$ cat config.mk
export PLATFORM = sky130hd
export DESIGN_NAME = bhupura_ingress_gateway
export DESIGN_NICKNAME = d
export VERILOG_FILES = /design/src/rtl/bhupura_ingress_gateway.sv
export SDC_FILE = /design/constraint.sdc
export NUM_CORES = 1
export LEC_CHECK = 0
export CORE_UTILIZATION = 57
export DETAILED_ROUTE_END_ITERATION = 10
export PLACE_DENSITY = 0.84
export SYNTH_ARGS = -nofsm -noshare
export SYNTH_HDL_FRONTEND = slang
export SYNTH_SLANG_ARGS = --single-unit
$ cat constraint.sdc
create_clock -name clk -period 5.05 [get_ports clk]
set_clock_uncertainty 0.1 [all_clocks]
set_input_delay 1.01 -clock clk [delete_from_list [all_inputs] [get_ports clk]]
set_output_delay 1.01 -clock clk [all_outputs]
set_load 0.02 [all_outputs]
$ cat src/rtl/bhupura_ingress_gateway.sv
// Host-side request FIFO and single-outstanding issue/response stage in front of the Bhupura NoC port.
// Optional feature: define GATEWAY_TIMEOUT_EN to bound the WAIT state by TIMEOUT_CYCLES.
module bhupura_ingress_gateway #(
  parameter int DATA_WIDTH     = 64,
  parameter int ADDR_WIDTH     = 32,
  parameter int DEPTH          = 4,
  parameter int TIMEOUT_CYCLES = 2048
) (
  input  logic                       clk,
  input  logic                       rst_n,
  input  logic                       req_valid,
  output logic                       req_ready,
  input  logic [DATA_WIDTH-1:0]      req_data,
  input  logic [ADDR_WIDTH-1:0]      req_addr,
  output logic                       resp_valid,
  input  logic                       resp_ready,
  output logic [DATA_WIDTH-1:0]      resp_data,
  output logic                       resp_err,
  output logic [DATA_WIDTH-1:0]      noc_data,
  output logic [ADDR_WIDTH-1:0]      noc_addr,
  output logic                       noc_valid,
  input  logic [DATA_WIDTH-1:0]      noc_data_in,
  input  logic                       noc_ready,
  output logic [$clog2(DEPTH):0]     fifo_level,
  output logic                       busy
);

  localparam int PTR_W = $clog2(DEPTH);
  localparam int LVL_W = PTR_W + 1;

  if (DEPTH < 2 || (DEPTH & (DEPTH - 1)) != 0 || TIMEOUT_CYCLES < 2) begin : g_param_check
    $error("bhupura_ingress_gateway: DEPTH must be a power of 2 >= 2 and TIMEOUT_CYCLES >= 2");
  end

  typedef enum logic [1:0] {
    S_IDLE,
    S_ISSUE,
    S_WAIT,
    S_RESP
  } state_t;

  state_t                state;
  logic [DATA_WIDTH-1:0] mem_data [DEPTH];
  logic [ADDR_WIDTH-1:0] mem_addr [DEPTH];
  logic [PTR_W-1:0]      wr_ptr;
  logic [PTR_W-1:0]      rd_ptr;
  logic [LVL_W-1:0]      level;
  logic                  full;
  logic                  push;
  logic                  pop;

`ifdef GATEWAY_TIMEOUT_EN
  localparam logic [15:0] TIMEOUT_LAST = 16'(TIMEOUT_CYCLES - 1);
  logic [15:0] wait_cnt;
`endif

  // A full FIFO refuses the host even when the FSM pops in the same cycle.
  assign full       = (level == LVL_W'(DEPTH));
  assign req_ready  = !full;
  assign push       = req_valid && !full;
  assign pop        = (state == S_IDLE) && (level != '0);
  assign fifo_level = level;
  assign busy       = (state != S_IDLE);

  // NOTE: storage is deliberately not reset; the pointers and level alone decide which entries are valid.
  always_ff @(posedge clk) begin
    if (push) begin
      mem_data[wr_ptr] <= req_data;
      mem_addr[wr_ptr] <= req_addr;
    end
  end

  // NOTE: all sequential state uses non-blocking assignments so every register samples pre-edge values.
  always_ff @(posedge clk or negedge rst_n) begin
    if (!rst_n) begin
      wr_ptr <= '0;
      rd_ptr <= '0;
      level  <= '0;
    end else begin
      if (push) wr_ptr <= wr_ptr + 1'b1;
      if (pop)  rd_ptr <= rd_ptr + 1'b1;
      case ({push, pop})
        2'b10:   level <= level + 1'b1;
        2'b01:   level <= level - 1'b1;
        default: ;
      endcase
    end
  end

  always_ff @(posedge clk or negedge rst_n) begin
    if (!rst_n) begin
      state      <= S_IDLE;
      noc_valid  <= 1'b0;
      noc_data   <= '0;
      noc_addr   <= '0;
      resp_valid <= 1'b0;
      resp_data  <= '0;
      resp_err   <= 1'b0;
`ifdef GATEWAY_TIMEOUT_EN
      wait_cnt   <= '0;
`endif
    end else begin
      case (state)
        S_IDLE: begin
          if (level != '0) begin
            noc_data  <= mem_data[rd_ptr];
            noc_addr  <= mem_addr[rd_ptr];
            noc_valid <= 1'b1;
            state     <= S_ISSUE;
          end
        end
        S_ISSUE: begin
          noc_valid <= 1'b0;
          state     <= S_WAIT;
`ifdef GATEWAY_TIMEOUT_EN
          wait_cnt  <= '0;
`endif
        end
        S_WAIT: begin
          // A ready seen on the expiry cycle still completes the request normally.
          if (noc_ready) begin
            resp_data  <= noc_data_in;
            resp_err   <= 1'b0;
            resp_valid <= 1'b1;
            state      <= S_RESP;
          end
`ifdef GATEWAY_TIMEOUT_EN
          else if (wait_cnt == TIMEOUT_LAST) begin
            resp_data  <= '0;
            resp_err   <= 1'b1;
            resp_valid <= 1'b1;
            state      <= S_RESP;
          end else begin
            wait_cnt <= wait_cnt + 1'b1;
          end
`endif
        end
        S_RESP: begin
          if (resp_ready) begin
            resp_valid <= 1'b0;
            state      <= S_IDLE;
          end
        end
        default: state <= S_IDLE;
      endcase
    end
  end

endmodule

# After elaboration in Yosys (flattened, before gate mapping)
# Memories as Yosys holds them, arrays and structs flattened. A register that Yosys moved wholly into a read port is not among the register bits.
# Cells that the tools add are included.
# word_totals
inputBits	165
output_inout_bits	168
latch_bits	0
regBits	75
memories	2
romBits	0
word_cells	50
mem_bits_rw	384
# op_classes
mul	0
n_bitwise	0
mux	12
eq_ne	9
magnitude_cmp	0
n_div	0
n_addsub	4
reduce_logical	16
shifts	0
# memory_table
memory	words	word_bits	read_ports	rd_clocked_by_memory_dff	wr	line	rtl
mem_data	4	64	1	1	1	43	logic [DATA_WIDTH-1:0] mem_data [DEPTH];
mem_addr	4	32	1	1	1	44	logic [ADDR_WIDTH-1:0] mem_addr [DEPTH];
# ops
cell	count
one-hot mux 2 bit (4 select lines)	1
nonzero test 2 bit	4
== test 2 bit (second input constant)	3
two-way mux 2 bit	3
one-hot mux 3 bit (2 select lines)	1
AND reduction 2 bit	3
AND reduction 3 bit	2
two-way mux 1 bit	5
adder 2 x 1 -> 2 bit (second input constant)	2
== test 2 x 1 -> 1 bit (second input constant)	2
inequality test 2 bit (second input constant)	2
one-hot mux 1 bit (2 select lines)	2
adder 3 x 1 -> 3 bit (second input constant)	1
== test 3 bit (second input constant)	1
logical NOT 1 bit	3
nonzero test 3 bit	1
subtractor 3 x 1 -> 3 bit (second input constant)	1
logical AND 1 bit	2
logical NOT 2 bit	1
inequality test 2 x 1 -> 1 bit (second input constant)	1

# Depth between registers and ports, before layout
# depth
ltp_word	5
mapped_depth	11
depth_no_buf	10

# Least setup slack after synthesis
# OpenSTA, ideal clock, no wires.
# synth_timing
path_kind	input-to-reg
from	input port req_valid
to	memory mem_addr[0][0] (enable)
required_time_ps	4484
cell_stages	1
setup_slack_ps	1198
path_buffers	0
setup_ps	466
arrival_time_ps	3286
path_cell_list	and3_1
# synth_between
elab_chain_len	3
# synth_rtl
element	line	rtl
start: declaration	11	input logic req_valid,
logical AND 1 bit	60	assign push = req_valid && !full;
two-way mux 1 bit	67	if (push) begin
two-way mux 1 bit (implied by the code)	69	mem_addr[wr_ptr] <= req_addr;
end: declaration	44	
# No other way between the ends.

# Worst setup path in the final report
# layout_timing
from	register level[1] (netlist: fifo_level[1])
to	output port req_ready
# layout_between
elab_chain_len	2
# layout_rtl
element	line	rtl
start: declaration	47	logic [LVL_W-1:0] level;
start signal: assignment	83	2'b10: level <= level + 1'b1;
start signal: assignment	84	2'b01: level <= level - 1'b1;
== test 3 bit	58	assign full = (level == LVL_W'(DEPTH));
logical NOT 1 bit	59	assign req_ready = !full;
end: declaration	12	output logic req_ready,
# No other way between the ends.

==> results.py <==
metrics = {
    "sta": {
        "finalCritPeriodShare_pct": 64.4,
        "hold_viol_final": 0,
        "max_freq_mhz": 307,
        "rsz0062_at_grt": "no",
        "setup_violations": 0,
        "setup_ws_ns": 1.80,
        "final.min_clock_period_ns": 3.25,
        "setup_tns_ns": 0,
        "tightestPinTransition_ns": 1.13,
        "slew_viol_final": 0,
        "slew_headroom_pct": 24.5,
    },
    "power_and_ir_drop": {
        "power_frac_seq_pct": 42.0,
        "internal_power_mw": 11.5,
        "power_mw": 16.8,
        "p_per_area_mw_per_mm2": 645,
        "share_comb_of_total_power_pct": 33.7,
        "vdd_drop_max_v": 0.000483,
        "switching_share_pct": 31.8,
        "clkPwrFrac_pct": 24.4,
        "netSwitchingPower_mw": 5.36,
        "p_leak_nw": 9.77,
    },
    "detailed_routing": {
        "drc": 0,
        "drt_pass1_iterations": 5,
        "drtIter0Drc": 662,
        "drt-vias-per-instance": 5.49,
        "routedWlPerCell_um": 22.0,
        "ant_nets": 0,
        "vias": 10784,
        "drt_wl_total_um": 43200,
    },
    "setup_path": {
        "crit_arrival_ns": 2.14,
        "cp-end-kind": "output pin",
        "cp_max_fo": 6,
        "path_class": "register to output pin",
        "cp.required_ns": 3.94,
        "reg2reg_slack_ns": 1.97,
        "start_kind": "register",
    },
    "finish": {
        "mostFrequentLayoutCell": "edfxtp_1",
        "fillerInstances": 2051,
        "layout_common_cells": "384 x edfxtp_1, 330 x clkdlybuf4s50_1, 290 x nand2_1, 169 x dfrtp_1, 92 x mux4_2",
        "area_growth_pct": 27.7,
        "regArea_mm2": 0.0158,
        "drive_gt1_share_pct": 17.4,
        "final_nets": 1628,
        "multiInputGateArea_mm2": 0.00436,
        "instances_no_fill": 1963,
    },
    "synthesis": {
        "synth_top_family_by_area": "multiplexers",
        "syn_area_mm2": 0.0204,
        "syn_nets": 1279,
        "netlist_instances": 1104,
        "synth.top_cells.by_area": "edfxtp_1 56%, dfrtp_1 21%, mux4_2 10%",
        "synth_fa_ha_area_share_pct": 0.649,
        "avgSynthCellArea_um2": 18.5,
        "synth_ff_type": "edfxtp_1",
        "yosys.area.top_type_share_pct": 56.4,
        "synth_edf_count": 384,
        "synth_compound_area_share_pct": 0.312,
        "yosys.area_share.simple_pct": 5.64,
        "yosys.area.top_type": "edfxtp_1",
        "async_flop_share_pct": 30.8,
        "ys_seq_area_share_pct": 77.3,
        "synth_cell_types": 33,
        "yosys_warnings": 0,
        "synth-xor-area-share_pct": 0.257,
        "synth_mux_area_share_pct": 14.3,
        "synth_seq_cells": 555,
    },
    "floorplan": {
        "initial_core_util_pct": 57.8,
        "die_area_mm2": 0.0366,
        "rows": 69,
        "die_w_um": 191,
        "fp.dieH_um": 191,
        "io_pins": 333,
        "core_area_mm2": 0.0354,
    },
    "placed_design": {
        "gp_congestion": 0.761,
        "place.port_buffers": 331,
        "dpl.hpwl_um": 26100,
        "place_ws_ns": 1.75,
        "place_inst": 1859,
    },
    "global_routing": {
        "grt_pass1_wl_um": 64600,
        "grt_use_total_pct": 23.8,
        "overflow": 0,
        "first_global_vias": 11241,
        "antenna_found_initial": 6,
        "grt_max_degree": 98,
    },
    "run": {
        "max_cap_violations": 0,
    },
    "cts": {
        "cts.sinks": 555,
        "clock_latency_ns": 0.56,
        "htree_levels": 2,
        "cts-resized-gates": 0,
        "post_cts_buffers": 0,
        "cts_tree": "done",
        "clk_pin_slew_worst_paths_ns": 0.06,
        "cts_buffers": 53,
        "cts_hold_buf": 0,
        "cts_buffer_depth": 3,
        "ctsRootBufferMaster": "clkbuf_16",
    },
    "min_path": {
        "hold_class": "register to register",
    },
    "status": {
        "status": "finished clean",
    },
}
-- worst max-delay path, stage by stage (launching register included) --
cell	delay (ns)
dfrtp_1	0.46
or3b_1	0.53
clkdlybuf4s50_1	0.58
-- flip-flops by register name (all words and copies together) (netlist names) --
signal and flops:
mem_data 256, rd_ptr 2, wr_ptr 2, state 2, noc_valid 1, mem_addr 128
fifo_level 3, noc_addr 32, resp_valid 1, noc_data 64, resp_data 64
-- power groups by stage --
stage | Combinational, mW | Sequential [mW] | Clock [mW]
after floorplan | 2.76 | 7.66 | 0
after global placement | 5.58 | 7.08 | 0
after detailed placement | 5.70 | 7.16 | 0
after CTS | 5.76 | 7.10 | 4.17
after global routing | 6.07 | 7.21 | 4.35
final | 5.67 | 7.07 | 4.10
-- cells in the mapped netlist (all sizes together) (2+ instances only) --
| library cell | n |
|---|---|
| inv | 12 |
| dfrtp | 171 |
| buf | 37 |
| nand2 | 291 |
| xnor2 | 4 |
| nor2 | 2 |
| a21oi | 2 |
| and3 | 4 |
| clkbuf | 12 |
| mux2 | 66 |
| xor2 | 2 |
| edfxtp | 384 |
| mux4 | 96 |
| ha | 9 |
-- layout make-up --
class / count / share of cell area, %
inverter: 12 / 0.182
antenna: 5 / 0.0479
multi-input combinational: 488 / 16.7
clock buffer: 72 / 5.66
tap: 461 / 2.21
timing repair buffer: 343 / 13.3
sequential: 555 / 60.6
clock inverter: 27 / 1.36
-- cell families (layout without fill, tap and decap cells) --
logic type	Yosys count	after routing
AOI/OAI and AO/OA	7	7
xor gates and xnor gates	6	6
adders and majority gates	10	10
buffers and inverters	61	454
DFF	555	555
muxes	163	163
other	1	6
and+or+nand+nor	301	301
-- layer usage --
metal,GRT usage [%],part of all wire (%)
met5,0,0.030
met1,29.1,38
met2,41.6,52
met4,6.93,2.1
met3,6.21,8.2
-- worst paths after layout --
kind,start,to,depth (start not counted)
worst max register to register,state[0]$_DFFE_PN0P_,fifo_level[2]$_DFFE_PN0P_,11
worst max-delay path,fifo_level[1]$_DFFE_PN0P_,req_ready,2
worst min register to register,noc_addr[28]$_DFFE_PN0P_,noc_addr[28]$_DFFE_PN0P_,2
max in group asynchronous,rst_n,noc_data[8]$_DFFE_PN0P_,2
worst min-delay path,noc_addr[28]$_DFFE_PN0P_,noc_addr[28]$_DFFE_PN0P_,2
min in group asynchronous,rst_n,noc_data[56]$_DFFE_PN0P_,1
-- through the flow --
| step | hold slack [ns] | utilization (%) | cell area (µm²) |
|---|---|---|---|
| global route | 0.390 | 73.8 | 26100 |
| finish | 0.373 | 73.8 | 26100 |
| floorplan | 0.428 | - | 20400 |
| global placement | 0.357 | 68.6 | 24300 |
| detailed placement | 0.362 | 68.6 | 24300 |
| CTS | 0.377 | 73.8 | 26100 |
Power figures use the tool's default switching activity.
